[src/rtl/pipe_seq_ctl.sv]
// Pipeline sequencing control for the R/E/C stages: tracks E/C stage
// occupancy, decodes the optop and pc load enables and mux selects, and
// sequences the trap-frame build and the flush/optop-restore cycles.
module pipe_seq_ctl #(
    parameter int OPTOP_DELTA_W = 4
) (
    input  logic                     clk,
    input  logic                     reset_l,
    input  logic                     inst_valid_r,
    input  logic [OPTOP_DELTA_W-1:0] optop_delta_r,
    input  logic [31:0]              optop_e,
    input  logic                     wr_optop_e,
    input  logic                     wr_optop_c,
    input  logic                     hold_r,
    input  logic                     hold_e,
    input  logic                     hold_c,
    input  logic                     trap_req,
    input  logic                     trap_done,
    input  logic                     flush_c,
    output logic [31:0]              optop_shft_r,
    output logic [3:0]               optop_sel_e,
    output logic [3:0]               optop_sel_c,
    output logic [2:0]               optop_enable,
    output logic [2:0]               pc_enable,
    output logic                     trap_in_progress,
    output logic                     valid_e,
    output logic                     valid_c
);

    typedef enum logic [1:0] {
        INIT    = 2'd0,
        RUN     = 2'd1,
        TRAP    = 2'd2,
        RESTORE = 2'd3
    } state_t;

    // One-hot mux select codes: pipe, iu_data_e, shadow, reset constant.
    localparam logic [3:0] SEL_PIPE   = 4'b0001;
    localparam logic [3:0] SEL_DATA   = 4'b0010;
    localparam logic [3:0] SEL_SHADOW = 4'b0100;
    localparam logic [3:0] SEL_RESET  = 4'b1000;

    state_t state;

    // Next optop: the group pushes delta words, and the stack grows toward
    // lower addresses, so the word delta becomes a byte offset subtracted
    // from the current optop. Result is always word aligned.
    function automatic logic [31:0] next_optop(
        input logic [31:0]              optop,
        input logic [OPTOP_DELTA_W-1:0] delta
    );
        logic signed [31:0] delta_ext;
        logic signed [31:0] byte_delta;
        logic        [31:0] diff;
        delta_ext  = {{(32-OPTOP_DELTA_W){delta[OPTOP_DELTA_W-1]}}, delta};
        byte_delta = delta_ext <<< 2;
        diff       = optop - byte_delta;
        return {diff[31:2], 2'b00};
    endfunction

    assign optop_shft_r = next_optop(optop_e, optop_delta_r);

    // Sequencer state and stage occupancy; any trap/flush/reset empties E and C.
    always_ff @(posedge clk or negedge reset_l) begin
        if (!reset_l) begin
            state   <= INIT;
            valid_e <= 1'b0;
            valid_c <= 1'b0;
        end else begin
            case (state)
                INIT: begin
                    state   <= RUN;
                    valid_e <= 1'b0;
                    valid_c <= 1'b0;
                end
                RUN: begin
                    if (trap_req && valid_c) begin
                        state   <= TRAP;
                        valid_e <= 1'b0;
                        valid_c <= 1'b0;
                    end else if (flush_c) begin
                        state   <= RESTORE;
                        valid_e <= 1'b0;
                        valid_c <= 1'b0;
                    end else begin
                        if (!hold_e) begin
                            valid_e <= inst_valid_r & ~hold_r;
                        end
                        // A held E with a free C lets a bubble into C.
                        if (!hold_c) begin
                            valid_c <= valid_e & ~hold_e;
                        end
                    end
                end
                TRAP: begin
                    valid_e <= 1'b0;
                    valid_c <= 1'b0;
                    if (trap_done) begin
                        state <= RUN;
                    end
                end
                RESTORE: begin
                    state   <= RUN;
                    valid_e <= 1'b0;
                    valid_c <= 1'b0;
                end
                default: begin
                    state   <= INIT;
                    valid_e <= 1'b0;
                    valid_c <= 1'b0;
                end
            endcase
        end
    end

    // Load enables and mux selects decoded from state, occupancy and stalls.
    always_comb begin
        optop_sel_e      = SEL_RESET;
        optop_sel_c      = SEL_RESET;
        optop_enable     = 3'b011;
        pc_enable        = 3'b000;
        trap_in_progress = 1'b0;
        case (state)
            INIT: begin
                optop_sel_e  = SEL_RESET;
                optop_sel_c  = SEL_RESET;
                optop_enable = 3'b011;
                pc_enable    = 3'b000;
            end
            RUN: begin
                pc_enable       = {valid_c & ~hold_c, ~hold_e, ~hold_r};
                optop_enable[0] = ~hold_e;
                // Arch optop and its shadow copy commit together with C.
                optop_enable[1] = valid_c & ~hold_c;
                optop_enable[2] = valid_c & ~hold_c;
                optop_sel_e     = (valid_e && wr_optop_e) ? SEL_DATA : SEL_PIPE;
                optop_sel_c     = wr_optop_c ? SEL_DATA : SEL_PIPE;
            end
            TRAP: begin
                trap_in_progress = 1'b1;
                pc_enable        = 3'b010;
                optop_sel_c      = SEL_PIPE;
                if (wr_optop_e) begin
                    optop_enable = 3'b001;
                    optop_sel_e  = SEL_DATA;
                end else begin
                    optop_enable = 3'b000;
                    optop_sel_e  = SEL_PIPE;
                end
            end
            RESTORE: begin
                optop_sel_e  = SEL_SHADOW;
                optop_sel_c  = SEL_SHADOW;
                optop_enable = 3'b011;
                pc_enable    = 3'b000;
            end
            default: begin
                optop_sel_e  = SEL_RESET;
                optop_sel_c  = SEL_RESET;
                optop_enable = 3'b011;
                pc_enable    = 3'b000;
            end
        endcase
    end

endmodule

[config.mk]
export PLATFORM = sky130hd
export DESIGN_NAME = pipe_seq_ctl
export DESIGN_NICKNAME = d
export VERILOG_FILES = /design/src/rtl/pipe_seq_ctl.sv
export SDC_FILE = /design/constraint.sdc
export NUM_CORES = 1
export LEC_CHECK = 0
export BUFFER_PORTS_ARGS = -buffer_cell sky130_fd_sc_hd__buf_2
export CORE_MARGIN = 2
export CORE_UTILIZATION = 52
export CTS_BUF_LIST = sky130_fd_sc_hd__clkbuf_4
export CTS_CLUSTER_SIZE = 20
export DETAILED_ROUTE_END_ITERATION = 6
export PLACE_DENSITY_LB_ADDON = 0.3
export SETUP_SLACK_MARGIN = 0.1
export SLEW_MARGIN = 10
export SYNTH_ARGS = -nofsm -noshare
export SYNTH_HDL_FRONTEND = slang
export SYNTH_SLANG_ARGS = --single-unit
[constraint.sdc]
create_clock -name clk -period 4.5 [get_ports clk]
set_input_delay 0.45 -clock clk [delete_from_list [all_inputs] [get_ports clk]]
set_output_delay 0.45 -clock clk [all_outputs]
set_load 0.05 [all_outputs]
# Yosys cells after proc, flatten, opt, wreduce, memory -nomap -nowiden
# Index checks and enable logic that the tools add are counted.
# op_classes
n_eq_ne	7
n_reduce_logical	6
bitwise	6
addsub	1
mux	21
# op_table
cell	count
4-bit case mux with 4 select lines	2
32-bit subtractor	1
3-bit case mux with 3 select lines	2
2-bit 2-to-1 mux	6
1-bit 2-to-1 mux	8
4-bit inequality test, second input constant	2
2-bit case mux with 3 select lines	1
2-bit == test, second input constant	2
1-bit case mux with 2 select lines	2
1-bit AND	3
3-bit inequality test, second input constant	1
1-bit NOT	3
3-bit OR reduction	1
2-bit by 1-bit == test with 1-bit output, second input constant	1
1-bit logical AND	2
2-bit logical NOT	1
2-bit inequality test, second input constant	1
2-bit AND reduction	1
2-bit OR reduction	1
# totals
input_bits	47
out_inout_bits	49
reg_bits	4

# Logic depth before layout (Yosys ltp)
# depth
ltp_word	6
ltp_mapped	11
depth_no_buf	11

# Worst setup path after synthesis
# Ideal clock, no wire load.
# synth_timing
kind	input to output
start	in optop_delta_r[3]
end	out optop_shft_r[31]
arrival_ps	3402
stages	8
required_time_ps	4050
setup_slack_ps	648
path_cell_list	inv_1 ha_1 a21o_1 o41a_4 a221oi_4 o21a_4 o21ai_2 xnor2_1
# synth_via
elab_chain_cells	1
# synth_lines
element	line_no	source
start, declared	10	input logic [OPTOP_DELTA_W-1:0] optop_delta_r,
32-bit subtractor	57	diff = optop - byte_delta;
end, declared	20	output logic [31:0] optop_shft_r,
# Every way passes these cells.

# Worst setup path in the final report
# layout_timing
start	in optop_delta_r[3]
end	out optop_shft_r[29]
# The elaborated chain is that of the path after synthesis.

==> impl_table.tex <==
\begin{tabular}{lr}
\hline
Metric & Value \\
\hline
\multicolumn{2}{l}{\textbf{Outcome}} \\
Outcome & finished, final reports clean \\
\multicolumn{2}{l}{\textbf{Worst setup path}} \\
Cell type group with the largest total delay on the critical path & compound AO/OA/AOI/OAI gates \\
Slowest library cell on the worst path & sky130\_fd\_sc\_hd\_\_o41a\_4 \\
Startpoint kind of the worst setup timing path & input pin \\
CP Capture Type & output pin \\
Required time at the endpoint of the critical path & 4.05 ns \\
Number of cells on the critical path & 10 \\
Slowest cell delay on critical path & 0.46 ns \\
Critical path data arrival time & 3.22 ns \\
Maximum fanout count along the critical path & 17 \\
Most used cell along the critical path & sky130\_fd\_sc\_hd\_\_buf\_2 \\
Startpoint of the most critical register-to-register path & state[1] \\
Bufs and invs on worst path & 3 \\
Crit path cell chain & buf\_2 > inv\_1 > ha\_1 > a21o\_1 > o41a\_4 > a221oi\_4 > o21a\_4 > a21oi\_2 > o211ai\_2 > buf\_2 \\
Path depth of the worst reg2reg path & 5 \\
Endpoint of the worst-slack reg-to-reg timing path & state[1] \\
Worst setup path endpoint & optop\_shft\_r[29] \\
CP Class & in2out \\
Crit path launch & optop\_delta\_r[3] \\
Worst R2R Setup Slack & 2.80 ns \\
\multicolumn{2}{l}{\textbf{Finish}} \\
Area Overhead vs Synth & 25.2\% \\
Fraction of layout cells with a size suffix above 1 & 29.5\% \\
Number of diodes added for antenna fixing & 0 \\
Fin nets & 435 \\
Post-route design area & 2450 um2 \\
\multicolumn{2}{l}{\textbf{Placement}} \\
Routability cong. & 0.824 \\
Count of buffers from port buffering & 91 \\
Setup WS pre-CTS & 0.806 ns \\
Dpl hpwl & 4090 um \\
Post-Place Cell Area & 2430 um2 \\
\multicolumn{2}{l}{\textbf{STA}} \\
Slew @ Worst Pin & 0.615 ns \\
Sum Neg Setup Slack & 0 ns \\
Minimum clock period after layout & 3.67 ns \\
Final worst slack & 0.832 ns \\
Clock Skews & 0.00346 ns \\
Setup repair after global routing missed its margin & false \\
Achievable frequency & 273 MHz \\
Final cycle utilization of the critical path & 81.5\% \\
Fin Hold WS & 0.0163 ns \\
Relative slew slack & 58.9\% \\
Endpoints failing setup & 0 \\
Final hold vios & 0 \\
Pins over their slew limit & 0 \\
\multicolumn{2}{l}{\textbf{Synthesis}} \\
Synth area leader & sky130\_fd\_sc\_hd\_\_ha\_1 \\
Async set-reset flop share out of synthesis & 100\% \\
Leading register cell type out of synthesis & sky130\_fd\_sc\_hd\_\_dfrtp\_1 \\
Complex-gate fraction of the synthesized area & 37.9\% \\
Parity-gate share of the synthesized area counting xor and xnor cells & 11.2\% \\
Sequential-to-total area share from yosys stat & 5.11\% \\
\#FFs+latches synth & 4 \\
Dominant combinational cell family by area after synthesis & compound AO/OA/AOI/OAI gates \\
Number of library cell types mapped by synthesis & 58 \\
Post-Syn Area per Cell & 7.36 um2 \\
Main area contributors after synthesis & sky130\_fd\_sc\_hd\_\_ha\_1, sky130\_fd\_sc\_hd\_\_a21oi\_1, sky130\_fd\_sc\_hd\_\_xnor2\_1 \\
Post-Syn Area & 1960 um2 \\
Multiplexer share of the synthesized area & 0.511\% \\
Number of synthesized flops with an enable pin & 0 \\
Synth Instances & 266 \\
Post-synthesis simple-gate area fraction & 17.4\% \\
Arithmetic-cell share of the synthesized area counting full adders, half adders and majority gates & 22.1\% \\
Number of synthesis warnings & 0 \\
Share of the synthesized area in the top cell type & 21.1\% \\
\multicolumn{2}{l}{\textbf{Routing}} \\
WL met3 & 223 um \\
Routed wire per std cell & 12.3 um \\
Routed wl met2 & 2370 um \\
Highest routed metal layer & met4 \\
Met1 Wirelength & 2230 um \\
Drt via density & 5.63 \\
Number of vias after detailed routing & 2251 \\
Antenna-violating nets left & 0 \\
DRC & 0 \\
Routed WL & 4930 um \\
Number of search-and-repair iterations in the first detailed-routing pass & 4 \\
Initial DRC Count & 41 \\
\multicolumn{2}{l}{\textbf{Clock tree}} \\
Buffers from clock root to sink, at most & 2 \\
Number of clock sinks seen by CTS & 4 \\
Number of clock buffers inserted by TritonCTS & 3 \\
Clock insertion delay at the later pin of the skew report & 0.23 ns \\
Count of buffers added by post-CTS timing repair for setup & 0 \\
Resized Gates After CTS & 0 \\
Hold\_buf cts & 0 \\
H-tree level count & 1 \\
CTS root buffer & sky130\_fd\_sc\_hd\_\_clkbuf\_4 \\
Clock tree from TritonCTS & built \\
Clk pin slew, worst setup/hold paths & 0.04 ns \\
\multicolumn{2}{l}{\textbf{Global route}} \\
Total GRT Usage & 22.8\% \\
Maximum number of pins on one net before global-route repair & 18 \\
Grt ovf & 0 \\
Number of antenna violations at the first check in global routing & 0 \\
Via count of the first global-routing pass & 2099 \\
Global-route wire length before repair & 8190 um \\
\multicolumn{2}{l}{\textbf{Floorplanning}} \\
Die X & 65.4 um \\
Full die area & 4270 um2 \\
Floorplan core area & 3630 um2 \\
Die Y & 65.4 um \\
IO Count & 96 \\
Number of rows in the core area & 22 \\
Starting density of the core & 53.9\% \\
\multicolumn{2}{l}{\textbf{Power and ir drop}} \\
Pwr per Cell Area & 359 nW/um2 \\
Peak supply drop & 0.356 mV \\
Reported leakage power & 0.00122 uW \\
Overall power consumption & 880 uW \\
\multicolumn{2}{l}{\textbf{Run}} \\
Maximum capacitance violations & 0 \\
\multicolumn{2}{l}{\textbf{Hold path}} \\
Tightest Hold Check Type & in2async \\
\hline
\end{tabular}
## power by group
part / total, uW / internal, uW / switching (uW)
Sequential: 46.9 / 41.6 / 5.30
Clock: 44.1 / 29.8 / 14.3
Combinational: 789 / 216 / 573
## worst min-delay path by stage
stage,startpoint,endpoint,depth (start not counted)
2_1_floorplan,reset_l,state[0],0
3_3_place_gp,reset_l,valid_c,1
3_5_place_dp,reset_l,valid_c,1
4_1_cts,reset_l,valid_e,1
5_1_grt,reset_l,valid_c,1
6_report,reset_l,valid_e,1
## layout make-up
type | count | area, um2
Clock buffer | 3 | 22.5
Fill cell | 349 | 1180
Inverter | 14 | 52.6
Multi-Input combinational cell | 239 | 1750
Sequential cell | 4 | 100
Tap cell | 48 | 60.1
Timing Repair Buffer | 92 | 463
## routing by layer
| metal | up-vias | GRT usage [%] |
|---|---|---|
| met3 | 12 | 1.54 |
| li1 | 1168 | - |
| met5 | - | 0 |
| met1 | 997 | 27.0 |
| met4 | 0 | 6.77 |
| met2 | 74 | 43.5 |
## flip-flops by register name (all words and copies together) (netlist names)
| register | cells |
|---|---|
| valid_e | 1 |
| valid_c | 1 |
| state | 2 |
## placed cells by master, fill, tap and decap left out, types with 4 or more instances in the layout
| cell | Yosys | layout |
|---|---|---|
| sky130_fd_sc_hd__a21o_1 | 8 | 8 |
| sky130_fd_sc_hd__a21oi_1 | 33 | 33 |
| sky130_fd_sc_hd__buf_2 | 0 | 91 |
| sky130_fd_sc_hd__dfrtp_1 | 4 | 4 |
| sky130_fd_sc_hd__ha_1 | 33 | 33 |
| sky130_fd_sc_hd__inv_1 | 14 | 14 |
| sky130_fd_sc_hd__nand2_1 | 25 | 25 |
| sky130_fd_sc_hd__nand2b_1 | 6 | 6 |
| sky130_fd_sc_hd__nand3_1 | 6 | 6 |
| sky130_fd_sc_hd__nor2_1 | 19 | 19 |
| sky130_fd_sc_hd__nor2b_1 | 5 | 5 |
| sky130_fd_sc_hd__nor3_1 | 4 | 4 |
| sky130_fd_sc_hd__o211ai_1 | 5 | 5 |
| sky130_fd_sc_hd__o21a_1 | 6 | 6 |
| sky130_fd_sc_hd__o21ai_0 | 10 | 10 |
| sky130_fd_sc_hd__o21bai_1 | 4 | 4 |
| sky130_fd_sc_hd__xnor2_1 | 17 | 17 |
| sky130_fd_sc_hd__xor2_1 | 8 | 8 |
## Yosys cell counts (2+ instances only)
master,count
sky130_fd_sc_hd__o21bai_1,4
sky130_fd_sc_hd__a211oi_1,3
sky130_fd_sc_hd__o31a_1,2
sky130_fd_sc_hd__nor2b_1,5
sky130_fd_sc_hd__inv_1,14
sky130_fd_sc_hd__xnor2_1,17
sky130_fd_sc_hd__a21oi_1,33
sky130_fd_sc_hd__o211ai_1,5
sky130_fd_sc_hd__a31oi_1,2
sky130_fd_sc_hd__nand2b_1,6
sky130_fd_sc_hd__nand3_1,6
sky130_fd_sc_hd__buf_4,5
sky130_fd_sc_hd__nand2_1,25
sky130_fd_sc_hd__clkbuf_1,4
sky130_fd_sc_hd__ha_1,33
sky130_fd_sc_hd__nor2_1,19
sky130_fd_sc_hd__xor2_1,8
sky130_fd_sc_hd__a41oi_1,3
sky130_fd_sc_hd__nor3_1,4
sky130_fd_sc_hd__a21o_1,8
sky130_fd_sc_hd__nor3b_1,2
sky130_fd_sc_hd__o31ai_1,2
sky130_fd_sc_hd__dfrtp_1,4
sky130_fd_sc_hd__o21ai_1,3
sky130_fd_sc_hd__o21a_1,6
sky130_fd_sc_hd__o22ai_1,2
sky130_fd_sc_hd__o21ai_0,10
## per-stage QoR
step,instances,utilization (%)
after floorplan,267,-
after global placement,397,66.8
after detailed placement,397,66.8
after CTS,400,67.5
after global routing,400,67.5
final,400,67.5
## cells by family (layout without fill, tap and decap cells)
group,after synthesis,after routing
DFF,4,4
adders and majority gates,34,34
and+or+nand+nor,73,73
xor gates and xnor gates,25,25
muxes,1,1
buffers and inverters,24,109
AOI/OAI and AO/OA,104,104
other,1,2
(Power assumes the default switching activity.)
